### config.mk
export PLATFORM = sky130hd
export DESIGN_NAME = alu_exec_unit
export DESIGN_NICKNAME = d
export VERILOG_FILES = /design/src/rtl/alu_exec_unit.sv
export SDC_FILE = /design/constraint.sdc
export NUM_CORES = 1
export LEC_CHECK = 0
export ABC_CLOCK_PERIOD_IN_PS = 5700
export CORE_MARGIN = 2
export CORE_UTILIZATION = 31
export CTS_CLUSTER_SIZE = 25
export DETAILED_ROUTE_END_ITERATION = 10
export SYNTH_ARGS = -nofsm -noshare
export SYNTH_HDL_FRONTEND = slang
export SYNTH_SLANG_ARGS = --single-unit
### constraint.sdc
create_clock -name clk -period 5.7 [get_ports clk]
set_clock_uncertainty 0.05 [all_clocks]
set_input_delay 1.14 -clock clk [delete_from_list [all_inputs] [get_ports clk]]
set_output_delay 1.14 -clock clk [all_outputs]
set_load 0.05 [all_outputs]
### src/rtl/alu_exec_unit.sv
// Execute-stage ALU: logic/arith ops in one cycle; shifts move one bit per cycle (FAST_SHIFT_EN selects a one-cycle barrel shifter).
// Latency: 1 cycle for non-shift ops, N+1 cycles for shifts by N>0 (1 cycle for every op with FAST_SHIFT_EN).
// Backpressure: the result is held in DONE until out_ready; in_ready is low in SHIFT and DONE, so inputs are ignored there.
module alu_exec_unit #(
    parameter int WIDTH   = 32,
    parameter int SHAMT_W = 5
) (
    input  logic               clk,
    input  logic               rst_n,
    input  logic               in_valid,
    output logic               in_ready,
    input  logic [3:0]         sel,
    input  logic [WIDTH-1:0]   src_a,
    input  logic [WIDTH-1:0]   src_b,
    input  logic [SHAMT_W-1:0] shamt,
    output logic               out_valid,
    input  logic               out_ready,
    output logic [WIDTH-1:0]   result,
    output logic               zero,
    output logic               busy
);

    localparam logic [1:0] S_IDLE  = 2'd0;
    localparam logic [1:0] S_SHIFT = 2'd1;
    localparam logic [1:0] S_DONE  = 2'd2;

    localparam logic [3:0] OP_AND  = 4'b0000;
    localparam logic [3:0] OP_OR   = 4'b0001;
    localparam logic [3:0] OP_ADD  = 4'b0010;
    localparam logic [3:0] OP_SUB  = 4'b0011;
    localparam logic [3:0] OP_SLT  = 4'b0100;
    localparam logic [3:0] OP_SLL  = 4'b0101;
    localparam logic [3:0] OP_SRL  = 4'b0110;
    localparam logic [3:0] OP_SRA  = 4'b0111;
    localparam logic [3:0] OP_XOR  = 4'b1001;
    localparam logic [3:0] OP_NOR  = 4'b1010;
    localparam logic [3:0] OP_SLLV = 4'b1100;
    localparam logic [3:0] OP_SRLV = 4'b1101;
    localparam logic [3:0] OP_SRAV = 4'b1110;

    logic [1:0]         r_state;
    logic [WIDTH-1:0]   r_result;
    logic               r_zero;

    logic               w_var;
    logic [SHAMT_W-1:0] w_amt;
    logic [WIDTH-1:0]   w_alu_res;

    // Variable shifts take their amount from the low bits of rs.
    assign w_var = (sel == OP_SLLV) || (sel == OP_SRLV) || (sel == OP_SRAV);
    assign w_amt = w_var ? src_a[SHAMT_W-1:0] : shamt;

    always_comb begin
        w_alu_res = '0;
        case (sel)
            OP_AND:  w_alu_res = src_a & src_b;
            OP_OR:   w_alu_res = src_a | src_b;
            OP_ADD:  w_alu_res = src_a + src_b;
            OP_SUB:  w_alu_res = src_a - src_b;
            OP_SLT:  w_alu_res = {{(WIDTH-1){1'b0}}, ($signed(src_a) < $signed(src_b))};
            OP_XOR:  w_alu_res = src_a ^ src_b;
            OP_NOR:  w_alu_res = ~(src_a | src_b);
`ifdef FAST_SHIFT_EN
            OP_SLL, OP_SLLV: w_alu_res = src_b << w_amt;
            OP_SRL, OP_SRLV: w_alu_res = src_b >> w_amt;
            OP_SRA, OP_SRAV: w_alu_res = $signed(src_b) >>> w_amt;
`else
            // Only the zero-amount case completes here; nonzero amounts iterate.
            OP_SLL, OP_SLLV, OP_SRL, OP_SRLV, OP_SRA, OP_SRAV: w_alu_res = src_b;
`endif
            default: w_alu_res = '0;
        endcase
    end

`ifndef FAST_SHIFT_EN
    logic [WIDTH-1:0]   r_work;
    logic [SHAMT_W-1:0] r_cnt;
    logic               r_left;
    logic               r_arith;
    logic               w_is_shift;
    logic [WIDTH-1:0]   w_step;

    assign w_is_shift = (sel == OP_SLL) || (sel == OP_SRL) || (sel == OP_SRA) || w_var;
    assign w_step     = r_left ? {r_work[WIDTH-2:0], 1'b0}
                               : {r_arith & r_work[WIDTH-1], r_work[WIDTH-1:1]};
`endif

    always_ff @(posedge clk) begin
        if (!rst_n) begin
            r_state  <= S_IDLE;
            r_result <= '0;
            r_zero   <= 1'b0;
`ifndef FAST_SHIFT_EN
            r_work   <= '0;
            r_cnt    <= '0;
            r_left   <= 1'b0;
            r_arith  <= 1'b0;
`endif
        end else begin
            case (r_state)
                S_IDLE: begin
                    if (in_valid) begin
`ifndef FAST_SHIFT_EN
                        if (w_is_shift && (w_amt != '0)) begin
                            r_work  <= src_b;
                            r_cnt   <= w_amt;
                            r_left  <= (sel == OP_SLL) || (sel == OP_SLLV);
                            r_arith <= (sel == OP_SRA) || (sel == OP_SRAV);
                            r_state <= S_SHIFT;
                        end else
`endif
                        begin
                            r_result <= w_alu_res;
                            r_zero   <= (w_alu_res == '0);
                            r_state  <= S_DONE;
                        end
                    end
                end
`ifndef FAST_SHIFT_EN
                S_SHIFT: begin
                    r_work <= w_step;
                    r_cnt  <= r_cnt - 1'b1;
                    if (r_cnt == SHAMT_W'(1)) begin
                        r_result <= w_step;
                        r_zero   <= (w_step == '0);
                        r_state  <= S_DONE;
                    end
                end
`endif
                S_DONE: begin
                    if (out_ready) begin
                        r_state <= S_IDLE;
                    end
                end
                default: r_state <= S_IDLE;
            endcase
        end
    end

    assign in_ready  = (r_state == S_IDLE);
    assign busy      = (r_state == S_SHIFT);
    assign out_valid = (r_state == S_DONE);
    assign result    = r_result;
    assign zero      = r_zero;

endmodule

==> summary.txt <==
Global routing
  – Grt ovf: 0
  – First-pass GRT wire length: 65.89 mm
  – Total global-route track usage: 0.2483
  – Vias in the first global route: about 11,000
  – Initial antenna violation count: 0
  – Largest net degree at the start of global routing: 77

Routing
  – WL final: 43.36 mm
  – Routed wire per std cell: 22.28 um
  – DRT Pass-1 Iters: 5
  – Via density: 5.910
  – Drt drc: 0
  – Initial DRC count: 1,307
  – DRT antenna net count: 0
  – Vias post-DR: 11,501

STA
  – RSZ-0062 raised after global routing: no
  – Worst Max-Slew Pin Slew: 1.114 ns
  – TNS Setup: 0 ns
  – Final hold violation count: 0
  – Final Setup Violations: 0
  – Fin crit period: 5.124 ns
  – Tcrit/Tclk final: 0.8989
  – Rel. slew slack: 0.2575
  – Final slew viol count: 0
  – Max Fclk: 0.1952 GHz
  – Hold Worst Slack: 0.4155 ns

Setup path
  – Reg2reg path depth: 11
  – CP max FO: 12
  – Crit path buf inv count: 2
  – Critical path startpoint: src_b[14]
  – Critical Path AT: approximately 5.4 ns
  – Crit-path max cell delay: 0.65 ns
  – Critical path cell sequence: clkdlybuf4s50_1 > inv_1 > ha_1 > nor4_4 > nand3_1 > nor4_2 > a2111oi_1 > nor3_2 > nand3_1 > a21o_1 > nor4_1 > nand4_1 > nor4_2 > a31o_1
  – Critical path type: input pin to register
  – CP Launch Type: input pin
  – Flop2flop setup slack: 2.10 ns
  – Worst flop-to-flop path endpoint: zero$_SDFFE_PN0P_
  – Worst setup EP type: register
  – Crit path max-delay cell type: clkdlybuf4s50_1
  – Critical Path RT: between 5 and 6 ns
  – Largest delay contributor family on the critical path: simple AND/OR/NAND/NOR gates
  – Reg-to-reg critical path startpoint: r_state[1]$_SDFFE_PN0P_

Yosys
  – Synth warnings: 0
  – Yosys reg bits: 74
  – Post-synth EDFFs: 0
  – Syn Nets: 1,612
  – Cells after synthesis: 1,423
  – Cell variety after synth: 101
  – Mapped cell area: 10,240 sq um
  – Sequential element share of the synthesized area: 0.1447
  – Top_reg_cell synth: dfxtp_1
  – Syn Area/Cell: 7.197 sq um
  – Async SR Flop Fraction: 0

Clocking
  – Clock transition at path regs: 0.07 ns
  – Post-CTS Setup Bufs: 0
  – CTS sink count: 74
  – # H-tree levels: 3
  – CTS Root Cell: clkbuf_16
  – Total CTS buffers: 9
  – Clock latency on the worst-skew pair: 0.35 ns
  – Max Buffers Root-to-Sink: 2
  – Hold-fix buffer count after cts: 0
  – Post-CTS sizing: 0
  – Clock tree from TritonCTS: built

Layout
  – End-of-flow core utilization: 0.3776
  – Proportion of layout cells with a drive suffix above 1: 0.08112
  – Fill cell total of the finished layout: 3,495
  – Ant diodes: 0
  – Area grow syn2layout: 19.95%
  – Post-route non-filler standard cell count: approximately 2,000
  – Nets: 1,688

Place
  – Final GP Congestion: 0.9855
  – Buffers on Ports: 112
  – DPL Wire Length: 34.12 mm
  – Inst Count DP: 1,930

Floorplan
  – Chip width: approximately 190 um
  – Die footprint: 34,500 sq um
  – Row cnt: 66
  – Chip height: 185.8 um
  – Initial Util: 0.3148
  – Core area: 32,540 sq um
  – Num ports: 113

Min path
  – Hold Path Class: register to register
  – Hold EP: result[1]$_SDFFE_PN0P_
  – Hold path cells: 2
  – Hold Crit Start: result[1]$_SDFFE_PN0P_

Power and ir drop
  – P per Cell Area: between 150 and 200 nW/um^2
  – VDD IR max: 0.0001180 V
  – Pleak: between 4 and 5 nW

Run
  – Max Cap Violations: 0

Outcome
  – Status: finished clean
-- power by group --
part           internal [W]  switching, W  leakage, nW  total, W
Clock              0.000348      0.000253        0.153  0.000601
Sequential         0.000563     0.0000444        0.605  0.000607
Combinational      0.000414      0.000731         4.04   0.00114
-- state kept, by name, summed over array words and instances (netlist names) --
register / flops
r_cnt: 5
result: 32
zero: 1
r_work: 32
r_arith: 1
r_left: 1
r_state: 2
-- layout make-up --
cell class / count / area, sq um / share of cell area
Clock buffer: 9 / 225.2 / 0.01833
Clock inverter: 7 / 85.08 / 0.006926
Inverter: 104 / 390.4 / 0.03178
Multi-Input combinational cell: 1143 / 7969 / 0.6487
Sequential cell: 74 / 1483 / 0.1207
Tap cell: 442 / 553.0 / 0.04502
Timing Repair Buffer: 167 / 1579 / 0.1285
-- layout by cell type (no fill, tap or decap), types with 55 or more instances in the layout --
master,Yosys,layout
a21boi_0,60,60
a21oi_1,95,94
clkdlybuf4s50_1,0,111
dfxtp_1,74,73
ha_1,110,110
inv_1,102,102
nand2_1,177,177
nor2_1,100,100
o211ai_1,55,55
o21ai_0,59,59
-- per-layer routing --
layer,vias to the layer above,wire [um],share of wire,global-route usage
li1,5385,-,-,-
met1,5457,19050,0.44,0.3405
met2,570,19540,0.45,0.4049
met3,89,3293,0.076,0.02817
met4,0,1488,0.034,0.07937
met5,-,0,0,0
-- logic make-up after synthesis --
| family | Yosys count | share of synthesized area |
|---|---|---|
| compound gates | 507 | 0.3576 |
| simple gates | 471 | 0.2254 |
| buf+inv | 206 | 0.08088 |
| fa+ha+maj | 112 | 0.1383 |
| flops | 74 | 0.1447 |
| mux | 50 | 0.05058 |
| xor+xnor | 3 | 0.002566 |
-- cell usage after synthesis (all sizes together), types with 8 or more instances --
cell,n,area share
o31ai,12,0.0088
buf,35,0.018
nor4,23,0.017
o211ai,55,0.040
dfxtp,74,0.14
o22ai,8,0.0049
nand4,12,0.0073
a22o,13,0.011
a221o,11,0.011
inv,103,0.038
o21bai,9,0.0070
mux2i,45,0.044
nand2,178,0.065
o21ai,69,0.034
a211oi,23,0.018
a221oi,18,0.016
and2,9,0.0055
nand2b,11,0.0067
nor3,27,0.015
a21o,11,0.0081
clkbuf,67,0.025
a21oi,97,0.048
a22oi,15,0.011
a31oi,12,0.0073
a21boi,60,0.044
a211o,13,0.011
ha,110,0.13
nand3,31,0.015
nor2b,33,0.020
nor2,100,0.037
-- worst reg2reg max path, stage by stage (launching register included) --
cell and delay, ns:
dfxtp_1 0.38, nand2b_1 0.17, buf_4 0.24, inv_2 0.38
buf_4 0.58, o21ai_0 0.40, nor2_1 0.19, nand3_1 0.08
or4_1 0.41, nor4_1 0.42, a31o_2 0.17, a31o_1 0.09
-- per-stage QoR --
stage	power [W]	setup slack [ns]	cell area [sq um]
2_1_floorplan	0.001327	1.775	10240
5_1_grt	0.002476	0.2798	12280
3_5_place_dp	0.001737	0.3304	11970
6_report	0.002353	0.5760	12280
3_3_place_gp	0.001733	0.2755	11970
4_1_cts	0.002338	0.6680	12280
-- how the worst max path moves through the flow --
stage | slack (ns) | end | depth (start not counted)
after floorplan | 1.77 | zero$_SDFFE_PN0P_ | 14
final | 0.58 | zero$_SDFFE_PN0P_ | 14
after global placement | 0.28 | zero$_SDFFE_PN0P_ | 14
after detailed placement | 0.33 | zero$_SDFFE_PN0P_ | 14
after CTS | 0.67 | zero$_SDFFE_PN0P_ | 14
after global routing | 0.28 | zero$_SDFFE_PN0P_ | 14
Power figures use the tool's default switching activity.
